**config.mk**
```make
export PLATFORM = sky130hd
export DESIGN_NAME = instr_queue_flat
export DESIGN_NICKNAME = d
export VERILOG_FILES = /design/src/rtl/instr_queue_pkg.sv /design/src/rtl/instr_queue_if.sv /design/src/rtl/instr_queue_sync_fifo.sv /design/src/rtl/instr_queue.sv /design/src/flat_wrapper.sv
export SDC_FILE = /design/constraint.sdc
export NUM_CORES = 1
export LEC_CHECK = 0
export ABC_AREA = 1
export ABC_CLOCK_PERIOD_IN_PS = 3800
export BUFFER_PORTS_ARGS = -buffer_cell sky130_fd_sc_hd__buf_2
export CORE_MARGIN = 2
export CORE_UTILIZATION = 35
export CTS_CLUSTER_DIAMETER = 200
export CTS_CLUSTER_SIZE = 8
export DETAILED_ROUTE_END_ITERATION = 16
export MAX_ROUTING_LAYER = met4
export PLACE_DENSITY_LB_ADDON = 0.08
export RECOVER_POWER = 100
export REMOVE_ABC_BUFFERS = 1
export SLEW_MARGIN = 40
export SYNTH_ARGS = -nofsm -noshare
export SYNTH_HDL_FRONTEND = slang
export SYNTH_HIERARCHICAL = 1
export SYNTH_SLANG_ARGS = --single-unit
export TNS_END_PERCENT = 50
```
**constraint.sdc**
```tcl
create_clock -name clk -period 3.8 [get_ports clk]
set_clock_uncertainty 0.2 [all_clocks]
set_input_delay 0 -clock clk [delete_from_list [all_inputs] [get_ports clk]]
set_output_delay 0 -clock clk [all_outputs]
set_load 0.02 [all_outputs]
```
**src/rtl/instr_queue_pkg.sv**
```systemverilog
// Shared constants for the instruction queue: bus width, default depth,
// issue-FSM state encoding and the core's opcode values (used by stimulus).
package instr_queue_pkg;

    localparam int IQ_DATA_W = 32;
    localparam int IQ_DEPTH  = 8;

    typedef enum logic [1:0] {
        ST_IDLE      = 2'd0,
        ST_ISSUE     = 2'd1,
        ST_WAIT_BUSY = 2'd2,
        ST_WAIT_DONE = 2'd3
    } issue_state_e;

    // Opcode field values understood by the coprocessor core; the queue itself never decodes them.
    localparam logic [3:0] OP_READ  = 4'h0;
    localparam logic [3:0] OP_WRITE = 4'h1;
    localparam logic [3:0] OP_ADD   = 4'h2;
    localparam logic [3:0] OP_SUB   = 4'h3;
    localparam logic [3:0] OP_MUL   = 4'h4;
    localparam logic [3:0] OP_DET2  = 4'h5;
    localparam logic [3:0] OP_DET3  = 4'h6;
    localparam logic [3:0] OP_DET4  = 4'h7;
    localparam logic [3:0] OP_DET5  = 4'h8;

    function automatic int cnt_width(input int depth);
        return $clog2(depth) + 1;
    endfunction

endpackage

```
**src/rtl/instr_queue_if.sv**
```systemverilog
// Host/core-facing signal bundle of the instruction queue.
// master = host PIO + core side, slave = the queue.
interface instr_queue_if #(
    parameter int DATA_W = instr_queue_pkg::IQ_DATA_W,
    parameter int CNT_W  = instr_queue_pkg::cnt_width(instr_queue_pkg::IQ_DEPTH)
);
    logic [DATA_W-1:0] host_instruction;
    logic              host_wr;
    logic              clear_overflow;
    logic              core_idle;
    logic [DATA_W-1:0] instruction;
    logic              activate_instruction;
    logic              full;
    logic              empty;
    logic [CNT_W-1:0]  count;
    logic              overflow;
    logic              busy;

    modport master (
        output host_instruction, host_wr, clear_overflow, core_idle,
        input  instruction, activate_instruction, full, empty, count, overflow, busy
    );

    modport slave (
        input  host_instruction, host_wr, clear_overflow, core_idle,
        output instruction, activate_instruction, full, empty, count, overflow, busy
    );
endinterface

```
**src/rtl/instr_queue_sync_fifo.sv**
```systemverilog
// Circular-buffer FIFO with arithmetic occupancy counter; a push while full
// is accepted only when a pop happens in the same cycle.
module instr_queue_sync_fifo #(
    parameter int DATA_W = 32,
    parameter int DEPTH  = 8,
    parameter int CNT_W  = $clog2(DEPTH) + 1
) (
    input  logic              clk,
    input  logic              reset,
    input  logic              i_push,
    input  logic              i_pop,
    input  logic [DATA_W-1:0] i_data,
    output logic [DATA_W-1:0] o_head,
    output logic [CNT_W-1:0]  o_count,
    output logic              o_full,
    output logic              o_empty,
    output logic              o_drop
);
    localparam int PTR_W = $clog2(DEPTH);

    logic [DATA_W-1:0] r_mem [DEPTH];
    logic [PTR_W-1:0]  r_wr_ptr;
    logic [PTR_W-1:0]  r_rd_ptr;
    logic [CNT_W-1:0]  r_count;
    logic              w_do_push;
    logic              w_do_pop;

    assign o_full    = (r_count == CNT_W'(DEPTH));
    assign o_empty   = (r_count == '0);
    assign w_do_pop  = i_pop & ~o_empty;
    assign w_do_push = i_push & (~o_full | w_do_pop);
    assign o_drop    = i_push & ~w_do_push;
    assign o_count   = r_count;
    // Head is read combinationally so the issuer can load it in its decision cycle.
    assign o_head    = r_mem[r_rd_ptr];

    always_ff @(posedge clk) begin
        if (w_do_push) begin
            r_mem[r_wr_ptr] <= i_data;
        end
    end

    always_ff @(posedge clk) begin
        if (reset) begin
            r_wr_ptr <= '0;
            r_rd_ptr <= '0;
            r_count  <= '0;
        end else begin
            if (w_do_push) begin
                r_wr_ptr <= r_wr_ptr + PTR_W'(1);
            end
            if (w_do_pop) begin
                r_rd_ptr <= r_rd_ptr + PTR_W'(1);
            end
            case ({w_do_push, w_do_pop})
                2'b10:   r_count <= r_count + CNT_W'(1);
                2'b01:   r_count <= r_count - CNT_W'(1);
                default: r_count <= r_count;
            endcase
        end
    end

endmodule

```
**src/rtl/instr_queue.sv**
```systemverilog
// Host-to-core instruction buffer: edge-detected host pushes, sticky overflow,
// and an issue FSM that releases one word per core FETCH round trip.
module instr_queue
    import instr_queue_pkg::*;
#(
    parameter int DATA_W = IQ_DATA_W,
    parameter int DEPTH  = IQ_DEPTH,
    parameter int CNT_W  = $clog2(DEPTH) + 1
) (
    input  logic         clk,
    input  logic         reset,
    instr_queue_if.slave bus
);
    logic              r_host_wr_q;
    logic              w_wr_fire;
    logic              w_load;
    logic              w_drop;
    logic              w_full;
    logic              w_empty;
    logic [CNT_W-1:0]  w_count;
    logic [DATA_W-1:0] w_head;

    issue_state_e      r_state;
    issue_state_e      w_state_next;
    logic [DATA_W-1:0] r_instruction;
    logic              r_activate;
    logic              r_busy;
    logic              r_overflow;
    logic              w_activate_next;
    logic              w_busy_next;

    // The PIO holds host_wr as a level; only its rising edge counts as a push.
    always_ff @(posedge clk) begin
        if (reset) begin
            r_host_wr_q <= 1'b0;
        end else begin
            r_host_wr_q <= bus.host_wr;
        end
    end

    assign w_wr_fire = bus.host_wr & ~r_host_wr_q;

    instr_queue_sync_fifo #(
        .DATA_W (DATA_W),
        .DEPTH  (DEPTH),
        .CNT_W  (CNT_W)
    ) u_fifo (
        .clk     (clk),
        .reset   (reset),
        .i_push  (w_wr_fire),
        .i_pop   (w_load),
        .i_data  (bus.host_instruction),
        .o_head  (w_head),
        .o_count (w_count),
        .o_full  (w_full),
        .o_empty (w_empty),
        .o_drop  (w_drop)
    );

    always_ff @(posedge clk) begin
        if (reset) begin
            r_state <= ST_IDLE;
        end else begin
            r_state <= w_state_next;
        end
    end

    always_comb begin
        w_state_next = r_state;
        case (r_state)
            ST_IDLE:      if (!w_empty && bus.core_idle) w_state_next = ST_ISSUE;
            ST_ISSUE:     w_state_next = ST_WAIT_BUSY;
            ST_WAIT_BUSY: if (!bus.core_idle) w_state_next = ST_WAIT_DONE;
            ST_WAIT_DONE: if (bus.core_idle) w_state_next = ST_IDLE;
            default:      w_state_next = ST_IDLE;
        endcase
    end

    // The pulse is registered, so it lands one cycle after ISSUE is entered.
    always_comb begin
        w_load          = (r_state == ST_IDLE) && !w_empty && bus.core_idle;
        w_activate_next = (r_state == ST_ISSUE);
        w_busy_next     = r_busy;
        if (w_load) begin
            w_busy_next = 1'b1;
        end else if ((r_state == ST_WAIT_DONE) && bus.core_idle) begin
            w_busy_next = 1'b0;
        end
    end

    always_ff @(posedge clk) begin
        if (reset) begin
            r_instruction <= '0;
            r_activate    <= 1'b0;
            r_busy        <= 1'b0;
            r_overflow    <= 1'b0;
        end else begin
            if (w_load) begin
                r_instruction <= w_head;
            end
            r_activate <= w_activate_next;
            r_busy     <= w_busy_next;
            // A drop in the same cycle as a clear must stay visible.
            if (w_drop) begin
                r_overflow <= 1'b1;
            end else if (bus.clear_overflow) begin
                r_overflow <= 1'b0;
            end
        end
    end

    assign bus.instruction          = r_instruction;
    assign bus.activate_instruction = r_activate;
    assign bus.full                 = w_full;
    assign bus.empty                = w_empty;
    assign bus.count                = w_count;
    assign bus.overflow             = r_overflow;
    assign bus.busy                 = r_busy;

endmodule
```
**src/flat_wrapper.sv**
```systemverilog
// flat-port wrapper written by rule: the top's interface ports become plain ports
module instr_queue_flat import instr_queue_pkg::*;
#(
    parameter int DATA_W = IQ_DATA_W,
    parameter int DEPTH  = IQ_DEPTH,
    parameter int CNT_W  = $clog2(DEPTH) + 1
)
  (clk, reset, bus_host_instruction, bus_host_wr, bus_clear_overflow, bus_core_idle, bus_instruction, bus_activate_instruction, bus_full, bus_empty, bus_count, bus_overflow, bus_busy);
  instr_queue_if #(.DATA_W(DATA_W), .CNT_W(CNT_W)) bus_i ();
  input  logic clk;
  input  logic reset;
  input wire logic [$bits(bus_i.host_instruction)-1:0] bus_host_instruction;
  input wire logic [$bits(bus_i.host_wr)-1:0] bus_host_wr;
  input wire logic [$bits(bus_i.clear_overflow)-1:0] bus_clear_overflow;
  input wire logic [$bits(bus_i.core_idle)-1:0] bus_core_idle;
  output wire logic [$bits(bus_i.instruction)-1:0] bus_instruction;
  output wire logic [$bits(bus_i.activate_instruction)-1:0] bus_activate_instruction;
  output wire logic [$bits(bus_i.full)-1:0] bus_full;
  output wire logic [$bits(bus_i.empty)-1:0] bus_empty;
  output wire logic [$bits(bus_i.count)-1:0] bus_count;
  output wire logic [$bits(bus_i.overflow)-1:0] bus_overflow;
  output wire logic [$bits(bus_i.busy)-1:0] bus_busy;
  assign bus_i.host_instruction = bus_host_instruction;
  assign bus_i.host_wr = bus_host_wr;
  assign bus_i.clear_overflow = bus_clear_overflow;
  assign bus_i.core_idle = bus_core_idle;
  assign bus_instruction = bus_i.instruction;
  assign bus_activate_instruction = bus_i.activate_instruction;
  assign bus_full = bus_i.full;
  assign bus_empty = bus_i.empty;
  assign bus_count = bus_i.count;
  assign bus_overflow = bus_i.overflow;
  assign bus_busy = bus_i.busy;
  instr_queue #(.DATA_W(DATA_W), .DEPTH(DEPTH), .CNT_W(CNT_W)) u_core (.clk(clk), .reset(reset), .bus(bus_i));
endmodule
```
==> metrics list, run 1 <==
- Port buffering added 77 buffers.
* Fraction of power consumed by sequential logic: 0.419
- The share of total power dissipated in the clock network is 0.377.
- Sort of element at the end of the critical path: register
- Worst relative slew slack: -0.267
- After routing, the total negative slack on setup checks comes to 0 ns.
- HP Start: bus_host_instruction[6]
- For this run, the detailed router's first-pass iteration total came to 4.
- Worst-path clk slew: 0.05 ns
- Clock Latency Late Sink: 0.51 ns
- Most used DFF post-synth: edfxtp_1
* Post-Synth Adder-Cell Area: 0.00999
- By instance count, the leading cell after synthesis is edfxtp_1.
- In this run the power density over the cells is 661 nW/um2.
* Worst reg2reg endpoint: u_core/u_fifo/r_mem[6][11]$_DFFE_PP_
- Data required time of the worst path: 3.81 ns
- Setup slack on the worst reg-to-reg path comes out at 0.59 ns.
* Fraction of the mapped netlist area in compound gates: 0.0832
- TritonCTS buffer count: between 40 and 50
* Number of rows in the core area: 67
- Ranked by instance count, the synthesized netlist is headed by edfxtp_1, nand2_1, nor2_1.
- Internal power contribution: between 6000 and 7000 uW
* Maximum number of pins on one net before global-route repair: roughly 130
* Starting utilization of the core area: 0.357
- Proportion of synthesized chip area in sequential cells: 0.724
- CTS tree: built
* Slew at the pin with the worst max-slew slack: 1.90 ns
- Critical Path Slowest Stage Cell: nor2_2
- Of the cells placed in the final design, the portion with a size suffix greater than 1 is 0.0838.
- Of the post-synthesis cell area, the dominant cell type holds 0.639.
- Setup repair after global routing left no endpoint under its margin.
- The share of total power dissipated in combinational logic is 0.204.
- Setup violations remaining at the end of the flow were counted as 0.
- Peak ir drop on the vdd network: 330 uV
- Die width: ~190 um
* Global-route wire length before repair: 44800 um
- Of the total power, the share spent switching nets is 0.294.
* Number of instances in the synthesized netlist: 930
- Measured along the y axis, the die boundary spans 189 um.
- Of the total synthesized cell area, the portion taken by XOR and XNOR cells is 0.000728.
* Maximum clock path buffer count: 3
* Classification of the worst-slack hold path: primary input to register
* Highest clock rate: 0.311 GHz
- Number of different library cells in the post-synthesis netlist: 30
- The synthesized netlist occupies a cell area of 12000 um2.
* Largest family of logic cells by synthesized area: simple AND/OR/NAND/NOR gates
- Hold Slack: 0.210 ns
- Placeable core region: between 30000 and 40000 um2
* Average vias per placed instance: 4.81
- TritonCTS sink count: 307
* ANT cells: 0
* Status: finished with violations
* Routed wire length: 28700 um
* Final non-filler cell total: 1546
- Buffer type at the clock tree root: clkbuf_16
* #FFs+latches synth: 307
- Die ar.: 35800 um2
- In this run the number of H-tree levels came out at 2.
* Final #Nets: 1108
- Failing checks: max-capacitance violations, max-slew violations
* Global Route Usage Sum: 0.167
- Cells along the critical path: nor2_1 > nand2_1 > inv_1 > inv_1 > nand3_1 > clkinvlp_2 > inv_1 > nand4_1 > nand2_1 > inv_1 > nand2_1 > nor2_2 > buf_12
- Number of warnings issued by yosys: 6
- Classification of the worst setup path: register to register
- In this run, the number of DRC markers left after iteration 0 of detailed routing was 462.
- Growth of design area from synthesis to finish: 21.1%
- Vias post-DR: approximately 7400
- The worst setup path is launched from a register.
- Once placement completed, the tool counted placed cells totaling 1424.
- The initial antenna violation count came to 0.
- After detailed routing, the number of remaining DRC violations is 0.
- After detailed routing, the average wire length per cell comes to 18.6 um.
- The count of final max-slew check failures was 129.
- Net load switching power: about 2800 uW
- Static Leakage: 0.00486 uW
- Cell mode on critical path: inv_1
- Async SR Flop Fraction: 0
- Startpoint of the lowest-slack register-to-register path: u_core/u_fifo/o_count[0]$_SDFFE_PP0P_
- Along the worst hold path, the cell count comes to 2.
- The via count of the first global-routing pass was 7524.
- Gpl congestion: 0.719
* Count of instances resized after the clock tree is built: 0
* Final global-route overflow total: 0
* Final critical-path required period: 3.21 ns
* Arrival time reported for the critical path endpoint: 3.22 ns
- Of the total synthesized cell area, the portion taken by AND, OR, NAND and NOR gates is 0.0951.
- After layout, the design draws a total of roughly 9600 uW.
- Fraction of the cycle the final worst path needs: 0.846
- Dividing the synthesized area by the synthesized cell count gives roughly 13 um2.
* Number of violations of the max-capacitance limit: 1
* I/O pin total: 78
* Stage delay of the slowest cell on the critical path: about 0.82 ns
- HPWL after detailed placement: between 15000 and 20000 um
- The synthesized design contains 256 enable-type register cells.
* Multiplexer area fraction after synthesis: 0.0533
* Largest fanout of any net on the critical path: 19
- Main area contributors after synthesis: edfxtp_1, dfxtp_1, nand2_1
* Endpoint with the worst hold slack: u_core/u_fifo/r_mem[7][6]$_DFFE_PP_
* Dominant cell type by area after synthesis: edfxtp_1
* Count of antenna-violating nets left after detailed routing: 0
- Hold Vio Cnt, Final: 0
- Measured in cells, the most critical reg-to-reg path has a length of 13.
[routing by layer]
layer,wire (um),GRT usage,vias to the layer above
li1,-,-,3625
met1,14000,0.232,3636
met2,13200,0.260,136
met3,1060,0.0254,43
met4,523,0.0414,0
met5,0,-,-
[critical path: cells and delay by family, from the launching register on]
family | cells | cell delay [ns]
buf+inv | 6 | 0.65
flops | 1 | 0.41
simple gates | 7 | 1.64
[flip-flops by register name, summed over array words and instances (netlist names), named ones only]
signal and count:
u_core/u_fifo/r_mem 256, u_core/r_state 2, u_core/bus.instruction 32, u_core/bus.overflow 1, u_core/bus.busy 1, u_core/u_fifo/r_rd_ptr 3, u_core/u_fifo/r_wr_ptr 3, u_core/u_fifo/o_count 4
u_core/r_host_wr_q 1, u_core/bus.activate_instruction 1
[through the flow]
stage	area, um2	utilization	setup WS [ns]
CTS	14700	0.437	0.791
finish	14600	0.432	0.587
global route	14600	0.432	0.266
detailed placement	13000	0.386	0.792
global placement	12900	0.384	0.776
floorplan	11700	-	-1.57
[logic make-up (layout without fill, tap and decap cells)]
group | count (synthesis) | count (layout)
AOI/OAI and AO/OA | 177 | 177
xor gates and xnor gates | 1 | 1
adders and majority gates | 9 | 9
DFF | 307 | 307
buffers and inverters | 80 | 248
muxes | 64 | 64
and+or+nand+nor | 292 | 292
[final cells by class]
cell class                      instances  area, um2
Fill cell                            3235      19100
Timing Repair Buffer                  137        943
Clock buffer                           80       1280
Sequential cell                       307       8710
Clock inverter                          2       23.8
Tap cell                              448        561
Inverter                               29        110
Multi-Input combinational cell        543       2930
[what timing repair did]
item                      4_1_cts  5_1_grt
hold endpoints to repair      284        0
hold buffers                   40        0
buffers inserted                0        0
[layout by cell type, fill, tap and decap left out, types with 2 or more instances in the layout]
cell type | Yosys | layout
nand2_1 | 179 | 179
dfxtp_1 | 51 | 50
clkbuf_1 | 19 | 108
buf_12 | 1 | 4
buf_2 | 15 | 3
ha_1 | 8 | 8
edfxtp_1 | 256 | 256
mux2i_1 | 64 | 64
o21ai_1 | 2 | 2
buf_8 | 3 | 2
clkbuf_2 | 1 | 2
nor2_1 | 90 | 83
o21ai_0 | 66 | 66
inv_1 | 27 | 27
buf_16 | 0 | 2
dlygate4sd3_1 | 0 | 40
nand2_2 | 9 | 9
buf_4 | 3 | 9
a21oi_1 | 36 | 44
o22ai_1 | 64 | 64
nor2_4 | 0 | 6
clkbuf_16 | 0 | 46
nand3_1 | 11 | 12
[worst max path at each step]
stage | from | endpoint | slack, ns | cells after the start
6_report | u_core/u_fifo/o_count[0]$_SDFFE_PP0P_ | u_core/u_fifo/r_mem[6][11]$_DFFE_PP_ | 0.59 | 13
4_1_cts | u_core/u_fifo/o_count[0]$_SDFFE_PP0P_ | u_core/u_fifo/r_mem[7][13]$_DFFE_PP_ | 0.79 | 13
5_1_grt | u_core/u_fifo/o_count[0]$_SDFFE_PP0P_ | u_core/u_fifo/r_mem[3][19]$_DFFE_PP_ | 0.27 | 14
3_5_place_dp | u_core/u_fifo/o_count[0]$_SDFFE_PP0P_ | u_core/u_fifo/r_mem[7][1]$_DFFE_PP_ | 0.79 | 13
2_1_floorplan | register | u_core/bus.instruction[10]$_SDFFE_PP0P_ | -1.57 | 7
3_3_place_gp | u_core/u_fifo/o_count[0]$_SDFFE_PP0P_ | u_core/u_fifo/r_mem[3][24]$_DFFE_PP_ | 0.78 | 12
[power groups by stage]
stage	combinational, uW	sequential (uW)	clock [uW]
finish	1960	4040	3620
global route	2230	4070	3900
CTS	2040	4040	3740
detailed placement	2000	4100	0
global placement	2000	4100	0
floorplan	1100	4340	0
No activity file was read; power rests on OpenSTA's default activity.
==> inputs of run 2 (changes only) <==
--- a/config.mk
+++ b/config.mk
@@ -6,7 +6,7 @@
 export NUM_CORES = 1
 export LEC_CHECK = 0
 export ABC_AREA = 1
-export ABC_CLOCK_PERIOD_IN_PS = 3800
+export ABC_CLOCK_PERIOD_IN_PS = 3400
 export BUFFER_PORTS_ARGS = -buffer_cell sky130_fd_sc_hd__buf_2
 export CORE_MARGIN = 2
 export CORE_UTILIZATION = 35
==> constraint.sdc (replaced) <==
create_clock -name clk -period 3.4 [get_ports clk]
set_clock_uncertainty 0.2 [all_clocks]
set_input_delay 0 -clock clk [delete_from_list [all_inputs] [get_ports clk]]
set_output_delay 0 -clock clk [all_outputs]
set_load 0.02 [all_outputs]
==> run 2 against run 1 <==
  * The run now ends clean
  * Cell count about the same
  * Sequential share of layout area is 0.12 points higher
  * Sequential cell count did not move
  * Power rose by 11%
  * Largest power group unchanged
  * Critical path type unchanged
  * Worst setup slack got worse by 0.19 ns
  * Largest cell class unchanged
  * Critical endpoint is now u_core/u_fifo/r_mem[2][4]$_DFFE_PP_
==> metrics list, run 2 (synthesis gave the netlist of run 1 again) <==
* Cell mode on critical path: inv_1
- Count of instances resized after the clock tree is built: 0 (unchanged)
- The final estimated routing congestion in global placement came to 0.722 (+0.45%).
- The vertical die dimension is 189 um (unchanged).
* Number of cells after detailed placement: 1426 (+0.14%)
- The min-delay analysis places its worst path in the category primary input to register.
- Port bufs: 77 (unchanged)
- Final #Nets: 1110 (+0.18%)
- The worst setup path is captured at a register.
- ANT cells: 0 (unchanged)
- Count of antenna-violating nets left after detailed routing: 0 (unchanged)
- The run finished with clean final reports.
- Max reg flops: 256 (unchanged)
* Number of buffers inserted for hold repair after clock tree synthesis: 40 (unchanged)
* Area of placed instances: 13000 um2 (+0.12%)
- Placeable core region: 33700 um2 (unchanged)
* Maximum clock path buffer count: 3 (unchanged)
* Peak ir drop on the vdd network: 390 uV (+18%)
- CP startpoint: u_core/u_fifo/o_count[0]$_SDFFE_PP0P_
* TritonCTS buffer count: 44 (unchanged)
* Finish-stage setup viols: 0 (unchanged)
- Number of remaining DRC errors: 0 (unchanged)
* CP Depth: 13 (unchanged)
* Commonest cells after routing, fill and taps aside: edfxtp_1, nand2_1, clkbuf_1
- Classification of the worst setup path: register to register
- The global-route total usage across every layer is 0.165 (-0.00227).
* Vias post-DR: 7392 (-0.65%)
- Stage delay of the slowest cell on the critical path: 0.52 ns (-0.30 ns)
- Growth of design area from synthesis to finish: 20.9%
- On the critical path, the stage with the largest delay is an instance of clkbuf_4.
- The reported leakage power came to 0.00486 uW (about the same).
- Critical Path Sink: u_core/u_fifo/r_mem[2][4]$_DFFE_PP_
* Buffer type at the clock tree root: clkbuf_16
- Setup slack of the worst register-to-register path: 0.39 ns (-0.19 ns)
- HPWL after detailed placement: 16400 um (-1.1%)
- Most frequent standard cell in the layout excluding fill and tap cells: edfxtp_1
* I/O pin total: 78 (unchanged)
- The number of clock sinks was 307 (unchanged).
- Final slew viol count: 0 (-100%)
- Arrival time reported for the critical path endpoint: 2.96 ns (-0.26 ns)
- The setup fix buffers added after clock tree synthesis came to 0 (unchanged).
- The normalized max-slew margin is 0.0810 (+0.348).
* Global-route wire length before repair: 44000 um (-1.6%)
- CTS tree: built
- The clock transition at the register clock pins on the worst setup and hold paths after CTS came to 0.06 ns (about the same).
- The die width was 189 um (unchanged).
* Die ar.: 35800 um2 (unchanged)
- The number of hold-slack violations in the final timing report was 0 (unchanged).
- The total overflow reported by the global router came to 0 (unchanged).
- The total number of placement rows was 67 (unchanged).
- Data required time of the worst path: 3.35 ns (-0.46 ns)
* Cells along the critical path: nor2_1 > nand2_1 > inv_1 > inv_1 > nand3_1 > clkinvlp_2 > inv_1 > nand4_1 > nand2_1 > inv_1 > nand2_1 > nor2_4 > clkbuf_4
* Count of cells along the worst register-to-register path: 13 (unchanged)
* Number of violations of the max-capacitance limit: 0 (-1)
* Average vias per placed instance: 4.78 (-0.71%)
- Routed wire length: 28300 um (-1.6%)
- The via count of the first global-routing pass came to 7441 (-1.1%).
* Summed negative setup slack over all endpoints: 0 ns (unchanged)
- The iteration count of the initial detailed-routing pass came to 4 (unchanged).
- Fraction of the cycle the final worst path needs: 0.885 (+0.0392)
- FILL cells: 3210 (-0.77%)
- The pin count of the biggest net entering global routing is 79 (-39%).
- The area of all placed cells without fillers came to 14500 um2 (-0.16%).
* PnR Total Power: 10700 uW (+11%)
- Ranked by flip-flop count, first place goes to u_core/u_fifo/r_mem.
* Highest clock rate: 0.332 GHz (+6.8%)
* Setup repair after global routing missed its margin: false
- DRC violation total after the first TritonRoute iteration: 419 (-9.3%)
- Final non-filler cell total: 1547 (+0.065%)
- Clock Latency Late Sink: 0.53 ns (+0.02 ns)
* Largest fanout of any net on the critical path: 25 (+6)
- The worst register-to-register path ends at u_core/u_fifo/r_mem[2][4]$_DFFE_PP_.
- The worst register-to-register path begins at u_core/u_fifo/o_count[0]$_SDFFE_PP0P_.
* Antenna violations before repair: 0 (unchanged)
- The routed wirelength normalized by instance count was 18.3 um (-1.7%).
* Kind of cell adding the most delay to the critical path: simple AND/OR/NAND/NOR gates
- H-Tree Depth: 2 (unchanged)
* Final critical-path required period: 3.01 ns (-0.205 ns)
* Total power density per cell area: 738 nW/um2 (+12%)
- Category of the worst setup path launch point: register
- The number of buffers and inverters on the critical path came to 6 (unchanged).
- The share of the core filled with cells in the final layout was 0.431 (-0.000668).
- The initial standard-cell utilization of the core was 0.357 (unchanged).
* Slew at the pin with the worst max-slew slack: 1.38 ns (-0.522 ns)
* Share of layout cells above drive strength 1: 0.0864 (+0.00265)
## run 2: cell type report
cell class	count	area, um2	area share
flip-flops and latches	307	8720	0.600
multi-input cells	543	2930	0.202
clock buffers	79	1270	0.0877
repair buffers	139	917	0.0631
well taps	448	561	0.0386
inverters	29	110	0.00758
clock inverters	2	23.8	0.00164
## run 2: how the worst min path moves through the flow
| stage | slack, ns | start | cells past startpoint | to |
|---|---|---|---|---|
| 3_5_place_dp | 0.05 | bus_host_wr | 3 | u_core/r_host_wr_q$_SDFF_PP0_ |
| 3_3_place_gp | 0.04 | bus_host_wr | 3 | u_core/r_host_wr_q$_SDFF_PP0_ |
| 2_1_floorplan | -0.14 | reset | 1 | u_core/bus.instruction[10]$_SDFFE_PP0P_ |
| 5_1_grt | 0.21 | bus_host_instruction[6] | 2 | u_core/u_fifo/r_mem[3][6]$_DFFE_PP_ |
| 4_1_cts | 0.07 | bus_host_instruction[21] | 2 | u_core/u_fifo/r_mem[4][21]$_DFFE_PP_ |
| 6_report | 0.19 | bus_host_instruction[21] | 2 | u_core/u_fifo/r_mem[5][21]$_DFFE_PP_ |
## run 2: layer usage
| layer | vias to the layer above | part of all wire | global-route usage |
|---|---|---|---|
| li1 | 3634 | - | - |
| met1 | 3589 | 0.48 | 0.220 |
| met2 | 133 | 0.47 | 0.264 |
| met3 | 36 | 0.036 | 0.0284 |
| met4 | 0 | 0.016 | 0.0411 |
| met5 | - | 0 | - |
## run 2: metrics by stage
| step | worst slack [ns] | hold slack (ns) |
|---|---|---|
| final | 0.392 | 0.188 |
| after floorplan | -1.97 | -0.138 |
| after global routing | 0.125 | 0.210 |
| after detailed placement | 0.511 | 0.0465 |
| after CTS | 0.498 | 0.0660 |
| after global placement | 0.460 | 0.0423 |
## run 2: worst register-to-register path: cells and delay by family (launching register included)
family                 cells  cell delay (ns)
AND/OR/NAND/NOR            7             1.15
buffers and inverters      6             0.90
flip-flops                 1             0.39
## run 2: report_power, final
group | internal (uW) | switching, uW | total [uW]
clock network | 2510 | 1540 | 4050
logic | 710 | 1420 | 2130
registers | 4340 | 202 | 4540
total | 7560 | 3160 | 10700
